### config.mk
export PLATFORM = sky130hd
export DESIGN_NAME = multicycle_ctrl_fsm
export DESIGN_NICKNAME = d
export VERILOG_FILES = /design/src/rtl/multicycle_ctrl_fsm.sv
export SDC_FILE = /design/constraint.sdc
export NUM_CORES = 1
export LEC_CHECK = 0
export ABC_AREA = 1
export BUFFER_PORTS_ARGS = -buffer_cell sky130_fd_sc_hd__buf_2
export CAP_MARGIN = 10
export CORE_MARGIN = 5
export CORE_UTILIZATION = 41
export CTS_CLUSTER_DIAMETER = 100
export DETAILED_ROUTE_END_ITERATION = 10
export PLACE_DENSITY = 0.76
export SLEW_MARGIN = 20
export SYNTH_ARGS = -nofsm -noshare
export SYNTH_HDL_FRONTEND = slang
export SYNTH_SLANG_ARGS = --single-unit
### constraint.sdc
create_clock -name i_clk -period 2.45 [get_ports i_clk]
set_clock_uncertainty 0.15 [all_clocks]
set_input_delay 0.49 -clock i_clk [delete_from_list [all_inputs] [get_ports i_clk]]
set_output_delay 0.49 -clock i_clk [all_outputs]
set_load 0.005 [all_outputs]
### src/rtl/multicycle_ctrl_fsm.sv
// Multi-cycle MIPS-subset control unit: decodes opcode/funct into datapath
// enables and mux selects, with memory wait, illegal-instruction trap and a
// retired-instruction counter.
module multicycle_ctrl_fsm #(
  parameter int unsigned MEM_HANDSHAKE = 1,
  parameter int unsigned TRAP_RECOVER  = 0,
  parameter int unsigned RTYPE_EN      = 1,
  parameter int unsigned CNT_W         = 16
) (
  input  logic             i_clk,
  input  logic             i_rst_n,
  input  logic [5:0]       i_op,
  input  logic [5:0]       i_funct,
  input  logic             i_zero,
  input  logic             i_mem_ready,
  output logic             o_pc_en,
  output logic             PCWrite,
  output logic             PCWriteCond,
  output logic             IRWrite,
  output logic             MemRead,
  output logic             MemWrite,
  output logic             RegWrite,
  output logic             o_branch_ne,
  output logic [1:0]       IorD,
  output logic [1:0]       MemtoReg,
  output logic [1:0]       PCSource,
  output logic [1:0]       ALUSrcA,
  output logic [1:0]       ALUSrcB,
  output logic [1:0]       RegDst,
  output logic [2:0]       ALUOp,
  output logic             o_illegal,
  output logic [CNT_W-1:0] o_retired,
  output logic [7:0]       cur_state,
  output logic [7:0]       nxt_state
);

  typedef enum logic [7:0] {
    FETCH     = 8'd0,
    DECODE    = 8'd1,
    MEM_ADR   = 8'd2,
    MEM_READ  = 8'd3,
    MEM_WB    = 8'd4,
    MEM_WRITE = 8'd5,
    ADDI_WB   = 8'd6,
    EXECUTE   = 8'd7,
    ALU_WB    = 8'd8,
    BRANCH    = 8'd9,
    JUMP      = 8'd12,
    JAL       = 8'd13,
    TRAP      = 8'd255
  } state_t;

  localparam logic [5:0] OP_RTYPE = 6'd0;
  localparam logic [5:0] OP_J     = 6'd2;
  localparam logic [5:0] OP_JAL   = 6'd3;
  localparam logic [5:0] OP_BEQ   = 6'd4;
  localparam logic [5:0] OP_BNE   = 6'd5;
  localparam logic [5:0] OP_ADDI  = 6'd8;
  localparam logic [5:0] OP_LW    = 6'd35;
  localparam logic [5:0] OP_SW    = 6'd43;

  localparam logic [5:0] FN_NOP = 6'h00;
  localparam logic [5:0] FN_ADD = 6'h20;
  localparam logic [5:0] FN_SUB = 6'h22;
  localparam logic [5:0] FN_AND = 6'h24;
  localparam logic [5:0] FN_OR  = 6'h25;
  localparam logic [5:0] FN_SLT = 6'h2A;

  state_t state_q;
  state_t state_d;
  logic   rdy;
  logic   funct_ok;
  logic   retire_c;

  // Memory ready, forced high when the handshake is disabled
  assign rdy = (MEM_HANDSHAKE != 0) ? i_mem_ready : 1'b1;

  // Supported R-type functs
  assign funct_ok = (i_funct == FN_ADD) || (i_funct == FN_SUB) ||
                    (i_funct == FN_AND) || (i_funct == FN_OR)  ||
                    (i_funct == FN_SLT);

  // State register
  always_ff @(posedge i_clk or negedge i_rst_n) begin
    if (!i_rst_n) state_q <= FETCH;
    else          state_q <= state_d;
  end

  // Next-state and control outputs
  always_comb begin
    state_d     = FETCH;
    PCWrite     = 1'b0;
    PCWriteCond = 1'b0;
    IRWrite     = 1'b0;
    MemRead     = 1'b0;
    MemWrite    = 1'b0;
    RegWrite    = 1'b0;
    o_branch_ne = 1'b0;
    IorD        = 2'd0;
    MemtoReg    = 2'd0;
    PCSource    = 2'd0;
    ALUSrcA     = 2'd0;
    ALUSrcB     = 2'd0;
    RegDst      = 2'd0;
    ALUOp       = 3'd0;
    o_illegal   = 1'b0;
    case (state_q)
      FETCH: begin
        MemRead = 1'b1;
        ALUSrcB = 2'd1;
        IRWrite = rdy;
        PCWrite = rdy;
        state_d = rdy ? DECODE : FETCH;
      end
      DECODE: begin
        ALUSrcB = 2'd3;
        case (i_op)
          OP_RTYPE: begin
            if (i_funct == FN_NOP)                 state_d = FETCH;
            else if ((RTYPE_EN != 0) && funct_ok)  state_d = EXECUTE;
            else                                   state_d = TRAP;
          end
          OP_J:                   state_d = JUMP;
          OP_JAL:                 state_d = JAL;
          OP_BEQ, OP_BNE:         state_d = BRANCH;
          OP_ADDI, OP_LW, OP_SW:  state_d = MEM_ADR;
          default:                state_d = TRAP;
        endcase
      end
      MEM_ADR: begin
        ALUSrcA = 2'd1;
        ALUSrcB = 2'd2;
        case (i_op)
          OP_LW:   state_d = MEM_READ;
          OP_SW:   state_d = MEM_WRITE;
          OP_ADDI: state_d = ADDI_WB;
          default: state_d = TRAP;
        endcase
      end
      MEM_READ: begin
        IorD    = 2'd1;
        MemRead = 1'b1;
        state_d = rdy ? MEM_WB : MEM_READ;
      end
      MEM_WB: begin
        MemtoReg = 2'd1;
        RegWrite = 1'b1;
        state_d  = FETCH;
      end
      MEM_WRITE: begin
        IorD     = 2'd1;
        MemWrite = 1'b1;
        state_d  = rdy ? FETCH : MEM_WRITE;
      end
      ADDI_WB: begin
        RegWrite = 1'b1;
        state_d  = FETCH;
      end
      EXECUTE: begin
        ALUSrcA = 2'd1;
        ALUOp   = 3'd2;
        state_d = ALU_WB;
      end
      ALU_WB: begin
        RegDst   = 2'd1;
        RegWrite = 1'b1;
        state_d  = FETCH;
      end
      BRANCH: begin
        ALUSrcA     = 2'd1;
        ALUOp       = 3'd1;
        PCSource    = 2'd1;
        PCWriteCond = 1'b1;
        o_branch_ne = (i_op == OP_BNE);
        state_d     = FETCH;
      end
      JUMP: begin
        PCSource = 2'd2;
        PCWrite  = 1'b1;
        state_d  = FETCH;
      end
      JAL: begin
        PCSource = 2'd2;
        PCWrite  = 1'b1;
        RegWrite = 1'b1;
        RegDst   = 2'd2;
        MemtoReg = 2'd2;
        state_d  = FETCH;
      end
      TRAP: begin
        o_illegal = 1'b1;
        state_d   = (TRAP_RECOVER != 0) ? FETCH : TRAP;
      end
      default: state_d = FETCH;
    endcase
  end

  // Combined PC enable for unconditional and taken conditional writes
  assign o_pc_en = PCWrite | (PCWriteCond & (i_zero ^ o_branch_ne));

  // An instruction retires on any return to FETCH except from FETCH or TRAP
  assign retire_c = (state_q != FETCH) && (state_q != TRAP) && (state_d == FETCH);

  // Retired-instruction counter, wraps naturally
  always_ff @(posedge i_clk or negedge i_rst_n) begin
    if (!i_rst_n)      o_retired <= '0;
    else if (retire_c) o_retired <= o_retired + CNT_W'(1);
  end

  assign cur_state = state_q;
  assign nxt_state = state_d;

endmodule

==> results by group, run 1 <==
Run status
  • Status: finished clean

Timing
  • Post-route setup TNS: 0 ps
  • RSZ-0062 raised after global routing: no
  • Final hold slack: 23.4 ps
  • Maximum clock rate: 430 MHz
  • Period minus WS final: 2330 ps
  • Fin crit share: 0.950
  • Final hold viol count: 0
  • Count of final setup violators: 0
  • Slew Limit Fails: 0

Placed design
  • GP Congestion: between 0.8 and 0.9
  • DP Wirelength: roughly 3.8 mm
  • Input/output buffers: 68

Detailed routing
  • Via count: 1965
  • Vias per cell: 4.94
  • Iter 0 DRT Violations: between 100 and 150
  • Routed WL per cell: about 12 µm
  • Final WL: 4.78 mm
  • DRC violations left: 0
  • Post-DRT Antenna Nets: 0
  • Drt pass-1 iters: 4

Critical path
  • Crit Path Max Fanout: 5
  • Slowest-stage cell, CP: dfrtp_1
  • Crit path capture type: output port
  • Crit path required time: between 1500 and 2000 ps
  • Worst R2R End: o_retired[10]
  • Worst R2R Start: cur_state[6]
  • Reg2reg path depth: 10
  • Startpoint Class: register
  • Critical path class: reg2out
  • Slowest cell delay on critical path: about 460 ps
  • Cell mode on critical path: nand2_1
  • Critical path cell sequence: nor2_4 > nand2_1 > nor2_1 > nand2_1 > o21ai_0 > nor2_2 > nand2_4 > buf_2
  • Critical path arrival: 1690 ps
  • Reg2reg setup slack: ~480 ps
  • Crit path max-delay family: simple AND/OR/NAND/NOR gates
  • Bufs and invs on worst path: 1

Global routing
  • Number of global-route vias before repair: 1761
  • GR Util All Layers: 0.151
  • First-pass GRT wire length: 7.82 mm
  • Initial antenna violation count: 0
  • Total grt overflow: 0
  • Largest net degree at the start of global routing: 22

Synth
  • Synthesis Warnings: 0
  • Post-Syn Instances: approximately 280
  • Cell Area, Synth: ~0.0019 mm²
  • Seq/Total Area, Yosys: 0.280
  • FF+latch count, synth: 21
  • Yosys cell types: 31
  • Mapped Avg Cell Area: between 6 and 7 µm²

Power and ir drop
  • Pleak: 1.39 nW
  • Tot Pwr: ~2.2 mW
  • PD cells: 954 mW/mm²
  • Internal cell power: 1.07 mW
  • Sw Share: 0.508
  • Combinational power share: 0.657
  • Sequential Power Share: 0.238
  • Peak supply drop: 0.518 mV
  • Net Switching: 1.11 mW
  • Clock share of power: 0.106

CTS
  • Clock Pin Slew Worst Setup and Hold Paths: 80 ps
  • CTS tree: yes
  • CTS buffer count: 3
  • Clock latency on the worst-skew pair: 260 ps
  • CTS H-Tree Depth: 1
  • Clk buf depth: 2
  • CTS root buffer: clkbuf_8
  • CTS sink cnt: 21
  • Cts-stage hold buffer count: 0

Floorplanning
  • Cell row count: 24
  • Io pins: 72
  • Starting Density: 0.428
  • Core Box Area: between 0.004 and 0.005 mm²
  • Die height: a little under 80 µm
  • Die area: 0.00603 mm²
  • Die X: 77.6 µm

Final layout
  • # diodes: 0
  • Area growth, synth to finish: 22.1%
  • Reg area: 529 µm²
  • Final-stage net count: 364
  • Number of fill cells: 448
  • Area of the multi-input gates: between 0.001 and 0.0015 mm²
  • Layout cells sized above 1: 0.335
  • Post-layout util: 0.522

Run
  • Max-Cap Viols: 0

Min path
  • HP Class: in2async
cell usage in the layout, fill, tap and decap left out, types with 4 or more instances in the layout:
cell / n
inv_1: 31
xor2_1: 8
inv_2: 9
o21ai_0: 4
buf_2: 68
nor2_4: 5
nand3_2: 5
dfrtp_1: 18
nand3_1: 12
nor2_1: 37
nand4_1: 19
nand2_2: 6
xnor2_1: 6
nor3_1: 7
buf_4: 7
nand2_1: 76
synth_stat cells, drive strengths merged:
| master | n | area [µm²] |
|---|---|---|
| nand4 | 20 | 131 |
| xor2 | 8 | 70.1 |
| nand2 | 84 | 345 |
| ha | 1 | 12.5 |
| conb | 1 | 3.75 |
| o221ai | 1 | 8.76 |
| buf | 12 | 97.6 |
| nor3 | 7 | 35.0 |
| xnor2 | 6 | 52.6 |
| nand3 | 18 | 128 |
| dfrtp | 21 | 526 |
| o21ai | 7 | 35.0 |
| clkbuf | 1 | 13.8 |
| inv | 40 | 150 |
| a21oi | 2 | 21.3 |
| nor2 | 46 | 224 |
| a2111o | 1 | 11.3 |
| clkinv | 1 | 3.75 |
| nor4 | 1 | 6.26 |
worst max-delay path by stage:
stage	slack [ps]	cells past startpoint	start	end
after floorplan	300	9	i_op[1]	nxt_state[3]
after global placement	230	10	i_op[1]	nxt_state[0]
after detailed placement	190	12	i_op[1]	o_retired[12]
after CTS	40	8	cur_state[6]	nxt_state[3]
after global routing	10	9	cur_state[1]	nxt_state[0]
final	120	8	cur_state[3]	nxt_state[2]
flip-flops by register name, summed over array words and instances (netlist names):
name	count
cur_state	5
o_retired	16
per-layer routing:
metal,vias to the layer above,part of all wire,global-route usage
met5,-,0,0
met4,0,0.0036,0.0189
met3,2,0.075,0.0313
met2,65,0.48,0.265
met1,889,0.44,0.196
li1,1009,-,-
what timing repair did:
action | 4_1_cts | 5_1_grt
resized for setup | 0 | 6
endpoints found under the setup margin | 0 | 8
buffers inserted | 0 | 3
through the flow:
step / area [µm²] / cells / setup WS (ps)
detailed placement: 2210 / 391 / 189
finish: 2290 / 398 / 124
global route: 2290 / 398 / 11.4
floorplan: 1880 / 280 / 298
global placement: 2210 / 391 / 227
CTS: 2250 / 395 / 35.9
logic make-up (layout without fill, tap and decap cells):
| family | Yosys count | in the layout | share of synthesized area |
|---|---|---|---|
| AO/OA/AOI/OAI | 11 | 11 | 0.0407 |
| buffers and inverters | 54 | 120 | 0.141 |
| adder cells (fa/ha/maj) | 1 | 1 | 0.00667 |
| other | 1 | 3 | 0.00200 |
| AND/OR/NAND/NOR | 176 | 176 | 0.464 |
| XOR/XNOR | 14 | 14 | 0.0654 |
| flip-flops | 21 | 21 | 0.280 |
cell type report:
| type | count | area share |
|---|---|---|
| well taps | 52 | 0.0284 |
| clock buffers | 3 | 0.0180 |
| flip-flops and latches | 21 | 0.231 |
| multi-input cells | 205 | 0.481 |
| clock inverters | 1 | 0.00219 |
| repair buffers | 75 | 0.172 |
| inverters | 41 | 0.0672 |
power groups by stage:
| stage | Sequential (mW) | Clock [mW] | Combinational, mW |
|---|---|---|---|
| floorplan | 0.508 | 0 | 1.03 |
| global placement | 0.511 | 0 | 1.38 |
| detailed placement | 0.514 | 0 | 1.41 |
| CTS | 0.508 | 0.236 | 1.41 |
| global route | 0.534 | 0.252 | 1.58 |
| finish | 0.520 | 0.231 | 1.43 |
Power figures use the tool's default switching activity.
==> inputs of run 2 (changes only) <==
--- a/config.mk
+++ b/config.mk
@@ -10,7 +10,6 @@
 export CAP_MARGIN = 10
 export CORE_MARGIN = 5
 export CORE_UTILIZATION = 41
-export CTS_CLUSTER_DIAMETER = 100
 export DETAILED_ROUTE_END_ITERATION = 10
 export PLACE_DENSITY = 0.76
 export SLEW_MARGIN = 20
==> constraint.sdc (replaced) <==
create_clock -name i_clk -period 3 [get_ports i_clk]
set_clock_uncertainty 0.15 [all_clocks]
set_input_delay 0.6 -clock i_clk [delete_from_list [all_inputs] [get_ports i_clk]]
set_output_delay 0.6 -clock i_clk [all_outputs]
set_load 0.005 [all_outputs]
==> results by group, run 2 (synthesis gave the netlist of run 1 again) <==
Detailed routing
  • Drt pass-1 iters: 4 (unchanged)
  • Iter 0 DRT Violations: 90 (was 103)
  • Post-DRT Antenna Nets: 0 (unchanged)
  • DRC violations left: 0 (unchanged)
  • Via count: 1943 (was 1965)
  • Routed WL per cell: 11.9 µm (was 12.0 µm)
  • Final WL: 4.69 mm (was 4.78 mm)
  • Vias per cell: 4.94 (about the same)

Global routing
  • First-pass GRT wire length: 7.96 mm (was 7.82 mm)
  • Largest net degree at the start of global routing: 22 (unchanged)
  • Initial antenna violation count: 0 (unchanged)
  • GR Util All Layers: 0.156 (was 0.151)
  • Number of global-route vias before repair: 1805 (was 1761)
  • Total grt overflow: 0 (unchanged)

CTS
  • Post_cts resized: 0 (unchanged)
  • Postcts setup bufs: 0 (unchanged)
  • CTS H-Tree Depth: 1 (unchanged)
  • Clock Pin Slew Worst Setup and Hold Paths: 80 ps (about the same)
  • CTS root buffer: clkbuf_8 (unchanged)
  • Clk buf depth: 2 (unchanged)
  • CTS buffer count: 3 (unchanged)
  • Cts-stage hold buffer count: 0 (unchanged)
  • CTS tree: yes (unchanged)
  • Clock latency on the worst-skew pair: 270 ps (was 260 ps)
  • CTS sink cnt: 21 (unchanged)

Timing
  • Maximum clock rate: 400 MHz
  • Final hold viol count: 0 (unchanged)
  • Count of final setup violators: 0 (unchanged)
  • RSZ-0062 raised after global routing: no (unchanged)
  • Fin crit share: 0.834
  • Period minus WS final: 2500 ps
  • Post-route setup TNS: 0 ps (unchanged)
  • Worst setup margin: 498 ps (was 124 ps)
  • Slew Limit Fails: 0 (unchanged)
  • Final hold slack: 127 ps (was 23.4 ps)

Run
  • Max-Cap Viols: 0 (unchanged)

Final layout
  • Max FFs per register: 16 (unchanged)
  • Commonest non-fill, non-tap cell in the layout: nand2_1 (unchanged)
  • # diodes: 0 (unchanged)
  • Post-layout util: 0.511 (was 0.522)
  • Top reg by flops: o_retired (unchanged)
  • Area growth, synth to finish: 19.3% (was 22.1%)
  • Number of fill cells: 455 (was 448)
  • Final instance area: 0.00224 mm² (was 0.00229 mm²)
  • Layout cells sized above 1: 0.317 (was 0.335)
  • Most frequent cells in the layout: 76 x nand2_1, 68 x buf_2, 37 x nor2_1 (unchanged)
  • Final-stage net count: 359 (was 364)

Power and ir drop
  • Pleak: 1.37 nW (was 1.39 nW)
  • PD cells: 764 mW/mm² (was 954 mW/mm²)
  • Peak supply drop: 0.477 mV (was 0.518 mV)

Placed design
  • Placed cell area: 0.00219 mm² (was 0.00221 mm²)
  • Input/output buffers: 68 (unchanged)
  • GP Congestion: 0.846 (was 0.890)
  • DP Wirelength: 3.70 mm (was 3.78 mm)
  • Pre-CTS WS: 560 ps (was 189 ps)

Critical path
  • Startpoint Class: register (unchanged)
  • Critical path arrival: 1750 ps (was 1690 ps)
  • Critical path class: reg2out (unchanged)
  • Crit path capture type: output port (unchanged)
  • Crit path required time: 2250 ps (was 1810 ps)
  • Crit Path Max Fanout: 8 (was 5)

Floorplanning
  • Core Box Area: 0.00438 mm² (unchanged)
  • Starting Density: 0.428 (unchanged)
  • Cell row count: 24 (unchanged)
  • Die height: 77.6 µm (unchanged)
  • Die area: 0.00603 mm² (unchanged)
  • Die X: 77.6 µm (unchanged)
  • Io pins: 72 (unchanged)

Run status
  • Status: finished clean (unchanged)

Min path
  • HP Class: in2async (unchanged)
[run 2: worst max-delay path: stages (launching register included)]
cell	delay (ps)
dfrtp_1	480
nor2_2	220
nand2_4	100
nor2_1	240
nand2_1	120
o221ai_1	180
buf_2	150
[run 2: layout make-up]
type / instances / area [µm²] / area share
clock inverters: 1 / 5.00 / 0.00224
clock buffers: 3 / 41.3 / 0.0184
flip-flops and latches: 21 / 526 / 0.235
inverters: 41 / 154 / 0.0688
multi-input cells: 205 / 1090 / 0.488
repair buffers: 70 / 355 / 0.159
well taps: 52 / 65.1 / 0.0291
[run 2: metrics by stage]
| step | cells | total power [mW] |
|---|---|---|
| 5_1_grt | 393 | 1.86 |
| 3_5_place_dp | 389 | 1.53 |
| 4_1_cts | 393 | 1.72 |
| 6_report | 393 | 1.71 |
| 3_3_place_gp | 389 | 1.51 |
| 2_1_floorplan | 280 | 1.26 |
[run 2: report_power, final]
| group | switching, mW | internal [mW] | total [mW] |
|---|---|---|---|
| clock network | 0.0979 | 0.0928 | 0.191 |
| logic | 0.717 | 0.388 | 1.10 |
| registers | 0.0749 | 0.339 | 0.414 |
[run 2: per-layer routing]
layer  part of all wire  global-route usage  vias up
li1                   -                   -      992
met5                  0                   0        -
met2               0.48               0.255       59
met4              0.011              0.0395        0
met3              0.074              0.0394        6
met1               0.44               0.206      886
[run 2: path summary, 6_finish.rpt]
| path | startpoint | end | slack [ps] | cells after the start |
|---|---|---|---|---|
| min | i_rst_n | o_retired[8] | 130 | 1 |
| max | cur_state[6] | o_pc_en | 500 | 6 |
| max in group asynchronous | i_rst_n | o_retired[15] | 2250 | 1 |
| min reg2reg | o_retired[1] | o_retired[1] | 380 | 2 |
| max reg2reg | cur_state[6] | o_retired[9] | 860 | 11 |
| min in group i_clk | o_retired[1] | o_retired[1] | 380 | 2 |
==> inputs of run 3 (changes only) <==
==> constraint.sdc (replaced) <==
create_clock -name i_clk -period 2.4 [get_ports i_clk]
set_clock_uncertainty 0.15 [all_clocks]
set_input_delay 0.48 -clock i_clk [delete_from_list [all_inputs] [get_ports i_clk]]
set_output_delay 0.48 -clock i_clk [all_outputs]
set_load 0.005 [all_outputs]
==> results by group, run 3 (synthesis gave the netlist of run 1 again) <==
Timing
  • Fin crit share: 0.954
  • Slew Limit Fails: 0 (unchanged)
  • Period minus WS final: 2290 ps
  • Count of final setup violators: 0 (unchanged)
  • Maximum clock rate: 437 MHz
  • Final hold slack: 16.4 ps (was 127 ps)
  • Final hold viol count: 0 (unchanged)
  • Post-route setup TNS: 0 ps (unchanged)

Critical path
  • Critical path class: reg2out (unchanged)
  • Reg2reg path depth: 11 (unchanged)
  • Critical path cell sequence: nor2_4 > nand2_1 > nor2_2 > nand2_1 > o21ai_0 > nor2_2 > nand2_4 > buf_2 (was nor2_2 > nand2_4 > nor2_1 > nand2_1 > o221ai_1 > buf_2)
  • Critical path depth in cells: 8 (was 6)
  • Crit path capture type: output port (unchanged)
  • Crit path max-delay family: simple AND/OR/NAND/NOR gates (unchanged)
  • Startpoint Class: register (unchanged)
  • Crit Path Max Fanout: 5 (was 8)
  • Slowest cell delay on critical path: 460 ps (was 480 ps)
  • Critical path arrival: 1660 ps (was 1750 ps)
  • Crit path required time: 1770 ps (was 2250 ps)
  • Bufs and invs on worst path: 1 (unchanged)
  • Slowest-stage cell, CP: dfrtp_1 (unchanged)

Detailed routing
  • Drt pass-1 iters: 4 (unchanged)
  • DRC violations left: 0 (unchanged)
  • Post-DRT Antenna Nets: 0 (unchanged)
  • Iter 0 DRT Violations: 93 (was 90)
  • Via count: 1936 (was 1943)
  • Routed WL per cell: 11.9 µm (about the same)
  • Vias per cell: 4.85 (was 4.94)
  • Final WL: 4.73 mm (was 4.69 mm)

Global routing
  • First-pass GRT wire length: 7.73 mm (was 7.96 mm)
  • Initial antenna violation count: 0 (unchanged)
  • Number of global-route vias before repair: 1757 (was 1805)
  • Largest net degree at the start of global routing: 22 (unchanged)
  • Total grt overflow: 0 (unchanged)
  • GR Util All Layers: 0.150 (was 0.156)

Min path
  • HP Class: in2async (unchanged)

Placed design
  • GP Congestion: 0.900 (was 0.846)
  • Input/output buffers: 68 (unchanged)
  • Placed cell area: 0.00221 mm² (was 0.00219 mm²)
  • DP Wirelength: 3.76 mm (was 3.70 mm)

Floorplanning
  • Die area: 0.00603 mm² (unchanged)
  • Die height: 77.6 µm (unchanged)
  • Die X: 77.6 µm (unchanged)
  • Starting Density: 0.428 (unchanged)
  • Io pins: 72 (unchanged)
  • Cell row count: 24 (unchanged)
  • Core Box Area: 0.00438 mm² (unchanged)

Power and ir drop
  • Peak supply drop: 0.626 mV (was 0.477 mV)
  • PD cells: 968 mW/mm² (was 764 mW/mm²)
  • Pleak: 1.40 nW (was 1.37 nW)

Final layout
  • Layout cells sized above 1: 0.354 (was 0.317)
  • Most frequent cells in the layout: 75 x nand2_1, 68 x buf_2, 36 x nor2_1 (was 76 x nand2_1, 68 x buf_2, 37 x nor2_1)
  • Area growth, synth to finish: 23.5% (was 19.3%)
  • Max FFs per register: 16 (unchanged)
  • Number of fill cells: 441 (was 455)
  • Top reg by flops: o_retired (unchanged)
  • Final instance area: 0.00232 mm² (was 0.00224 mm²)
  • Final-stage net count: 365 (was 359)
  • Commonest non-fill, non-tap cell in the layout: nand2_1 (unchanged)
  • # diodes: 0 (unchanged)

Run
  • Max-Cap Viols: 0 (unchanged)

CTS
  • CTS buffer count: 3 (unchanged)
  • CTS tree: yes (unchanged)
  • Clk buf depth: 2 (unchanged)
  • CTS sink cnt: 21 (unchanged)
  • Clock latency on the worst-skew pair: 260 ps (was 270 ps)
  • CTS root buffer: clkbuf_8 (unchanged)
  • Clock Pin Slew Worst Setup and Hold Paths: 80 ps (about the same)
  • CTS H-Tree Depth: 1 (unchanged)

Run status
  • Status: finished clean (unchanged)
[run 3: worst register-to-register path: stages (launching register included)]
cell	delay [ps]
dfrtp_1	460
nor2_4	190
nand2_1	110
nor2_2	160
nand2_1	80
o21ai_0	100
nor2_2	80
nand2_4	110
nor2_8	40
buf_4	190
nand4_1	90
nand2_1	60
[run 3: cell type report]
type	instances	area, µm²	area share
timing repair buffer	76	400	0.173
clock inverter	1	5.00	0.00216
clock buffer	3	41.3	0.0178
inverter	41	154	0.0665
sequential	21	529	0.229
multi-input combinational	205	1120	0.484
tap	52	65.1	0.0281
[run 3: per-stage QoR]
stage / total power, mW / setup WS, ps / util / instances
5_1_grt: 2.44 / -8.15 / 0.528 / 399
2_1_floorplan: 1.57 / 268 / - / 280
6_report: 2.24 / 111 / 0.528 / 399
4_1_cts: 2.21 / 5.41 / 0.516 / 395
3_5_place_dp: 1.95 / 105 / 0.503 / 391
3_3_place_gp: 1.93 / 168 / 0.503 / 391
[run 3: routing by layer]
layer / global-route usage / vias to the layer above / routed length (µm)
li1: - / 1008 / -
met2: 0.258 / 57 / 2270
met3: 0.0359 / 8 / 333
met5: 0 / - / 0
met1: 0.189 / 863 / 2070
met4: 0.0309 / 0 / 57
[run 3: repair_timing]
item                                    in CTS  in global routing
endpoints found under the setup margin       1                  8
resized for setup                            2                 11
hold buffers                                 0                  0
gates cloned                                 0                  0
pin swaps                                    0                  4
buffers inserted                             0                  4
[run 3: worst paths after layout]
check / start / to / slack, ps
worst max-delay path: cur_state[3] / nxt_state[2] / 110
worst min-delay path: i_rst_n / o_retired[8] / 20
worst max register to register: cur_state[3] / o_retired[14] / 480
worst min register to register: o_retired[15] / o_retired[15] / 370
max in group asynchronous: i_rst_n / cur_state[6] / 1730
min in group i_clk: o_retired[15] / o_retired[15] / 370
[run 3: power by group]
group | internal, mW | switching [mW] | total, mW
sequential | 0.428 | 0.101 | 0.529
clock | 0.116 | 0.115 | 0.230
combinational | 0.561 | 0.923 | 1.48
total | 1.10 | 1.14 | 2.24
